File: config.mk
export PLATFORM = sky130hd
export DESIGN_NAME = quadrature_decoder
export DESIGN_NICKNAME = d
export VERILOG_FILES = /design/src/rtl/quad_pkg.sv /design/src/rtl/debouncer.sv /design/src/rtl/quadrature_decoder.sv
export SDC_FILE = /design/constraint.sdc
export NUM_CORES = 1
export LEC_CHECK = 0
export ABC_AREA = 1
export CAP_MARGIN = 20
export CELL_PAD_IN_SITES_DETAIL_PLACEMENT = 1
export CELL_PAD_IN_SITES_GLOBAL_PLACEMENT = 1
export CORE_MARGIN = 5
export CORE_UTILIZATION = 43
export CTS_CLUSTER_DIAMETER = 50
export DETAILED_ROUTE_END_ITERATION = 7
export GPL_TIMING_DRIVEN = 0
export HOLD_SLACK_MARGIN = 0.02
export PLACE_DENSITY_LB_ADDON = 0.1
export SYNTH_ARGS = -nofsm -noshare
export SYNTH_HDL_FRONTEND = slang
export SYNTH_SLANG_ARGS = --single-unit
File: constraint.sdc
create_clock -name clk -period 6.5 [get_ports clk]
set_clock_uncertainty 0.2 [all_clocks]
set_input_delay 1.95 -clock clk [delete_from_list [all_inputs] [get_ports clk]]
set_output_delay 1.95 -clock clk [all_outputs]
set_load 0.05 [all_outputs]
File: src/rtl/quad_pkg.sv
// Shared quadrature types: the four encoder phases in {a,b} order and the
// rule that classifies a move between two phases as forward, reverse or illegal.
package quad_pkg;

  typedef enum logic [1:0] {
    P00 = 2'b00,
    P01 = 2'b01,
    P11 = 2'b11,
    P10 = 2'b10
  } phase_t;

  typedef enum logic [1:0] {
    DIR_NONE,
    DIR_FWD,
    DIR_REV,
    DIR_ILLEGAL
  } dir_t;

  // Position of a phase along the forward rotation P00->P01->P11->P10.
  function automatic logic [1:0] phase_index(input phase_t p);
    logic [1:0] idx;
    case (p)
      P00:     idx = 2'd0;
      P01:     idx = 2'd1;
      P11:     idx = 2'd2;
      default: idx = 2'd3;
    endcase
    return idx;
  endfunction

  // A quarter turn either way is a step; a half turn means both bits flipped.
  function automatic dir_t classify(input phase_t from, input phase_t to);
    logic [1:0] delta;
    dir_t       dir;
    delta = phase_index(to) - phase_index(from);
    case (delta)
      2'd0:    dir = DIR_NONE;
      2'd1:    dir = DIR_FWD;
      2'd3:    dir = DIR_REV;
      default: dir = DIR_ILLEGAL;
    endcase
    return dir;
  endfunction

endpackage

File: src/rtl/debouncer.sv
// Two-flop synchronizer followed by a stability filter: a new bus value is
// accepted only after it has been seen unchanged for DEBOUNCE consecutive cycles.
module debouncer #(
  parameter int DEBOUNCE = 4,
  parameter int W        = 2
) (
  input  logic         clk,
  input  logic         rst,
  input  logic [W-1:0] din,
  output logic [W-1:0] stable,
  output logic         accept
);

  localparam int            CW     = $clog2(DEBOUNCE + 1);
  localparam logic [CW-1:0] DB_LEN = CW'(DEBOUNCE);

  logic [W-1:0]  sync1;
  logic [W-1:0]  sync2;
  logic [W-1:0]  cand;
  logic [CW-1:0] run_len;
  logic [CW-1:0] next_len;
  logic          stable_valid;
  logic          fresh;

  // A candidate run restarts whenever the synchronized value changes.
  always_comb begin
    fresh    = (run_len == '0) || (sync2 != cand);
    next_len = fresh ? CW'(1) : run_len + 1'b1;
  end

  always_ff @(posedge clk) begin
    if (rst) begin
      sync1        <= '0;
      sync2        <= '0;
      cand         <= '0;
      stable       <= '0;
      stable_valid <= 1'b0;
      run_len      <= '0;
      accept       <= 1'b0;
    end else begin
      sync1  <= din;
      sync2  <= sync1;
      accept <= 1'b0;
      if (stable_valid && (sync2 == stable)) begin
        run_len <= '0;
      end else if (next_len >= DB_LEN) begin
        stable       <= sync2;
        stable_valid <= 1'b1;
        accept       <= 1'b1;
        run_len      <= '0;
      end else begin
        cand    <= sync2;
        run_len <= next_len;
      end
    end
  end

endmodule

File: src/rtl/quadrature_decoder.sv
// Quadrature encoder decoder: debounced A/B phases drive a saturating
// position counter with per-step pulses and illegal-transition error flags.
module quadrature_decoder
  import quad_pkg::*;
#(
  parameter int N        = 8,
  parameter int DEBOUNCE = 4
) (
  input  logic         clk,
  input  logic         rst,
  input  logic         ena,
  input  logic         a,
  input  logic         b,
  output logic [N-1:0] count,
  output logic         step_up,
  output logic         step_down,
  output logic         err,
  output logic         err_sticky
);

  localparam logic [N-1:0] COUNT_MAX = '1;

  logic [1:0] deb_value;
  logic       deb_accept;
  phase_t     new_phase;
  phase_t     phase;
  logic       phase_valid;
  dir_t       dir;

  debouncer #(
    .DEBOUNCE(DEBOUNCE),
    .W       (2)
  ) u_debouncer (
    .clk   (clk),
    .rst   (rst),
    .din   ({a, b}),
    .stable(deb_value),
    .accept(deb_accept)
  );

  always_comb begin
    new_phase = phase_t'(deb_value);
    dir       = classify(phase, new_phase);
  end

  // The first accepted phase after reset only seeds the tracker.
  always_ff @(posedge clk) begin
    if (rst) begin
      count       <= '0;
      step_up     <= 1'b0;
      step_down   <= 1'b0;
      err         <= 1'b0;
      err_sticky  <= 1'b0;
      phase       <= P00;
      phase_valid <= 1'b0;
    end else begin
      step_up   <= 1'b0;
      step_down <= 1'b0;
      err       <= 1'b0;
      if (deb_accept) begin
        phase       <= new_phase;
        phase_valid <= 1'b1;
        if (phase_valid) begin
          case (dir)
            DIR_FWD: begin
              if (ena) begin
                step_up <= 1'b1;
                if (count != COUNT_MAX) count <= count + 1'b1;
              end
            end
            DIR_REV: begin
              if (ena) begin
                step_down <= 1'b1;
                if (count != '0) count <= count - 1'b1;
              end
            end
            DIR_ILLEGAL: begin
              err        <= 1'b1;
              err_sticky <= 1'b1;
            end
            default: ;
          endcase
        end
      end
    end
  end

endmodule

==> impl_metrics.toml <==
[run_status]
status = "completed"

[sta]
rsz0062_at_grt = "no"
hold_viol = 0
setup_tns_ns = 0
fmax_ghz = 0.2598
report.final.slew_viol_count = 0
slew-limit-headroom = 0.6520
min_period_ns = 3.849
setup_viol = 0
period_share = 0.5922
worst_slew_pin_slew_ns = 0.5152
finalWorstSetupSlack_ns = 2.651

[placed_design]
gp_congestion = 0.7950
place_hpwl_mm = 2.903
io_buffers = 16
pre_cts_ws_ns = 2.977

[power]
leakagePower_nw = 0.8455
pwr_density_cell_nw_per_um2 = 248.4
finalPower_w = 0.0004768
vdd_drop_max_v = 0.00009829

[clock_network]
htreeDepth = 1
cts_max_path_buffers = 2
cts_buffers = 3
clk_pin_slew_worst_paths_ns = 0.10
cts_setup_buffers = 0
clk_latency_ns = 0.28
cts_tree = "built"
ctsResizeCount = 0
cts-root-buf = "clkbuf_8"
cts_hold_buf = 0
cts.sinks = 28

[final_layout]
drive_gt1_frac = 0.1741
final_nets = 261
syn_to_final_growth_pct = 17.91
fill_cells = 485
antenna_cells = 0

[worst_hold_path]
worstHoldPathCells = 2
worstHoldPathType = "register to register"
min-delay-start = "u_debouncer.sync1[0]$_SDFF_PP0_"
holdPathEnd = "u_debouncer.sync2[0]$_SDFF_PP0_"

[setup_path]
worstReg2RegStart = "u_debouncer.stable[0]$_SDFFE_PP0P_"
r2r_slack_ns = 3.53
end_kind = "output pin"
crit_family = "buffers and inverters"
slowest_delay_ns = 0.88
worstPathCellList = "clkdlybuf4s50_1"
arrival_ns = 1.70
cp_slowest_cell = "clkdlybuf4s50_1"
cp_max_fo = 8
crit_type = "register to output pin"
path_buf_inv = 1
worst-r2r-cell-count = 19
startpoint_type = "register"
reg2reg_to = "count[4]$_SDFFE_PP0P_"
crit_required_ns = 4.35

[drt]
via_count = 1495
first_iter_violations = 51
post_drt_wl_per_cell_um = 12.78
wl_met1_mm = 1.825
dr.pass1.iters = 4
top_layer_used = "met4"
dr_wl_met2_mm = 1.781
antenna_left = 0
route.detailed.drc = 0
drt-total-wl_mm = 3.770
wl_met3_um = 126
avgViaCountPerCell = 5.068

[floorplan]
ios = 17
std_cell_rows = 22
dieArea_um2 = 5116
die_w_um = 71.53
core-area_um2 = 3661
die_y_um = 71.53
start_util = 0.4446

[synthesis]
synth.avg_cell_area_um2 = 7.171
syn_inst = 227
yosys.cell_types.count = 34
yosysSeqAreaShare = 0.3444
synthesis.nets = 240
yosys_warnings = 0
syn_area_um2 = 1628
synth-seq-cells = 28

[global_routing]
grt_pass1_vias = 1484
globalRoute.totalOverflow = 0
antenna_found_initial = 0
grt_pass1_wl_mm = 6.706
track_usage = 0.1614
grt_max_degree = 17

[run]
cap_violations = 0
synth_stat cells, drive strengths merged:
library cell	count	area share
xor2	4	0.026
buf	3	0.013
o41ai	2	0.011
nor4	1	0.0038
o21ai	16	0.056
or2	4	0.015
nand3	18	0.069
a21oi	18	0.060
nand2	46	0.13
dfxtp	28	0.34
inv	44	0.10
a21boi	1	0.0046
conb	1	0.0023
nor2	23	0.061
o2111ai	1	0.0054
nor3	4	0.015
nand4	4	0.015
a22o	1	0.0054
ha	8	0.061
flip-flops by register name, indices dropped and copies added (netlist names):
name                      flops
u_debouncer.cand              2
u_debouncer.sync1             2
err_sticky                    1
count                         8
u_debouncer.stable            2
u_debouncer.stable_valid      1
err                           1
step_up                       1
u_debouncer.run_len           3
u_debouncer.accept            1
phase_valid                   1
step_down                     1
u_debouncer.sync2             2
phase                         2
worst min-delay path: stages, from the launching register on:
cell	delay, ns
dfxtp_1	0.31
inv_1	0.04
nor2_1	0.03
cell usage in the layout (no fill, tap or decap), types with 2 or more instances in the layout:
cell	n
inv_1	36
nand2_1	33
dfxtp_1	28
nor2_1	20
a21oi_1	16
clkdlybuf4s50_1	16
nand3_1	15
nand2_2	12
o21ai_0	10
inv_2	8
ha_1	8
nand4_1	4
xor2_1	3
nor3_1	3
o21ai_1	3
o21ai_2	3
clkbuf_8	3
nor2_2	2
nand3_2	2
or2_2	2
buf_2	2
a21oi_2	2
o41ai_1	2
power breakdown:
group	switching (W)	total, W	internal, W
registers	0.00000888	0.000193	0.000184
clock network	0.0000567	0.000139	0.0000825
logic	0.0000971	0.000145	0.0000479
total	0.000163	0.000477	0.000314
how the worst max path moves through the flow:
stage	startpoint	endpoint	slack, ns	cells after the start
after floorplan	ena	count[0]$_SDFFE_PP0P_	3.60	6
after global placement	count[0]$_SDFFE_PP0P_	count[0]	2.97	1
after detailed placement	ena	count[7]$_SDFFE_PP0P_	2.98	8
after CTS	count[0]$_SDFFE_PP0P_	count[0]	2.67	1
after global routing	count[0]$_SDFFE_PP0P_	count[0]	2.61	1
final	count[0]$_SDFFE_PP0P_	count[0]	2.65	1
metal layers:
layer  track usage  up-vias
met5             0        -
met4       0.03758        0
met3       0.02525        4
met2        0.2776       22
met1        0.2114      708
li1              -      761
cell type report:
class,instances,area [um2],share of cell area
multi-input cells,152,880.8,0.4589
flip-flops and latches,28,560.5,0.2920
inverters,44,165.2,0.08605
repair buffers,16,160.2,0.08344
well taps,48,60.06,0.03129
clock buffers,3,41.29,0.02151
clock inverters,1,30.03,0.01565
plain buffers,3,21.27,0.01108
stage by stage:
| step | instances | hold slack (ns) | cell area (um2) | utilization |
|---|---|---|---|---|
| finish | 295 | 0.2083 | 1919 | 0.5243 |
| floorplan | 227 | 0.1883 | 1628 | - |
| detailed placement | 291 | 0.1978 | 1848 | 0.5048 |
| global route | 295 | 0.2237 | 1919 | 0.5243 |
| CTS | 295 | 0.2123 | 1919 | 0.5243 |
| global placement | 291 | 0.1900 | 1848 | 0.5048 |
cells by family after synthesis:
group	after synthesis	synth area share
AOI/OAI and AO/OA	39	0.1422
adders and majority gates	8	0.06149
DFF	28	0.3444
buffers and inverters	47	0.1145
xor gates and xnor gates	4	0.02614
other	1	0.002304
and+or+nand+nor	100	0.3090
Note: power is estimated with default switching activity, not from simulation.
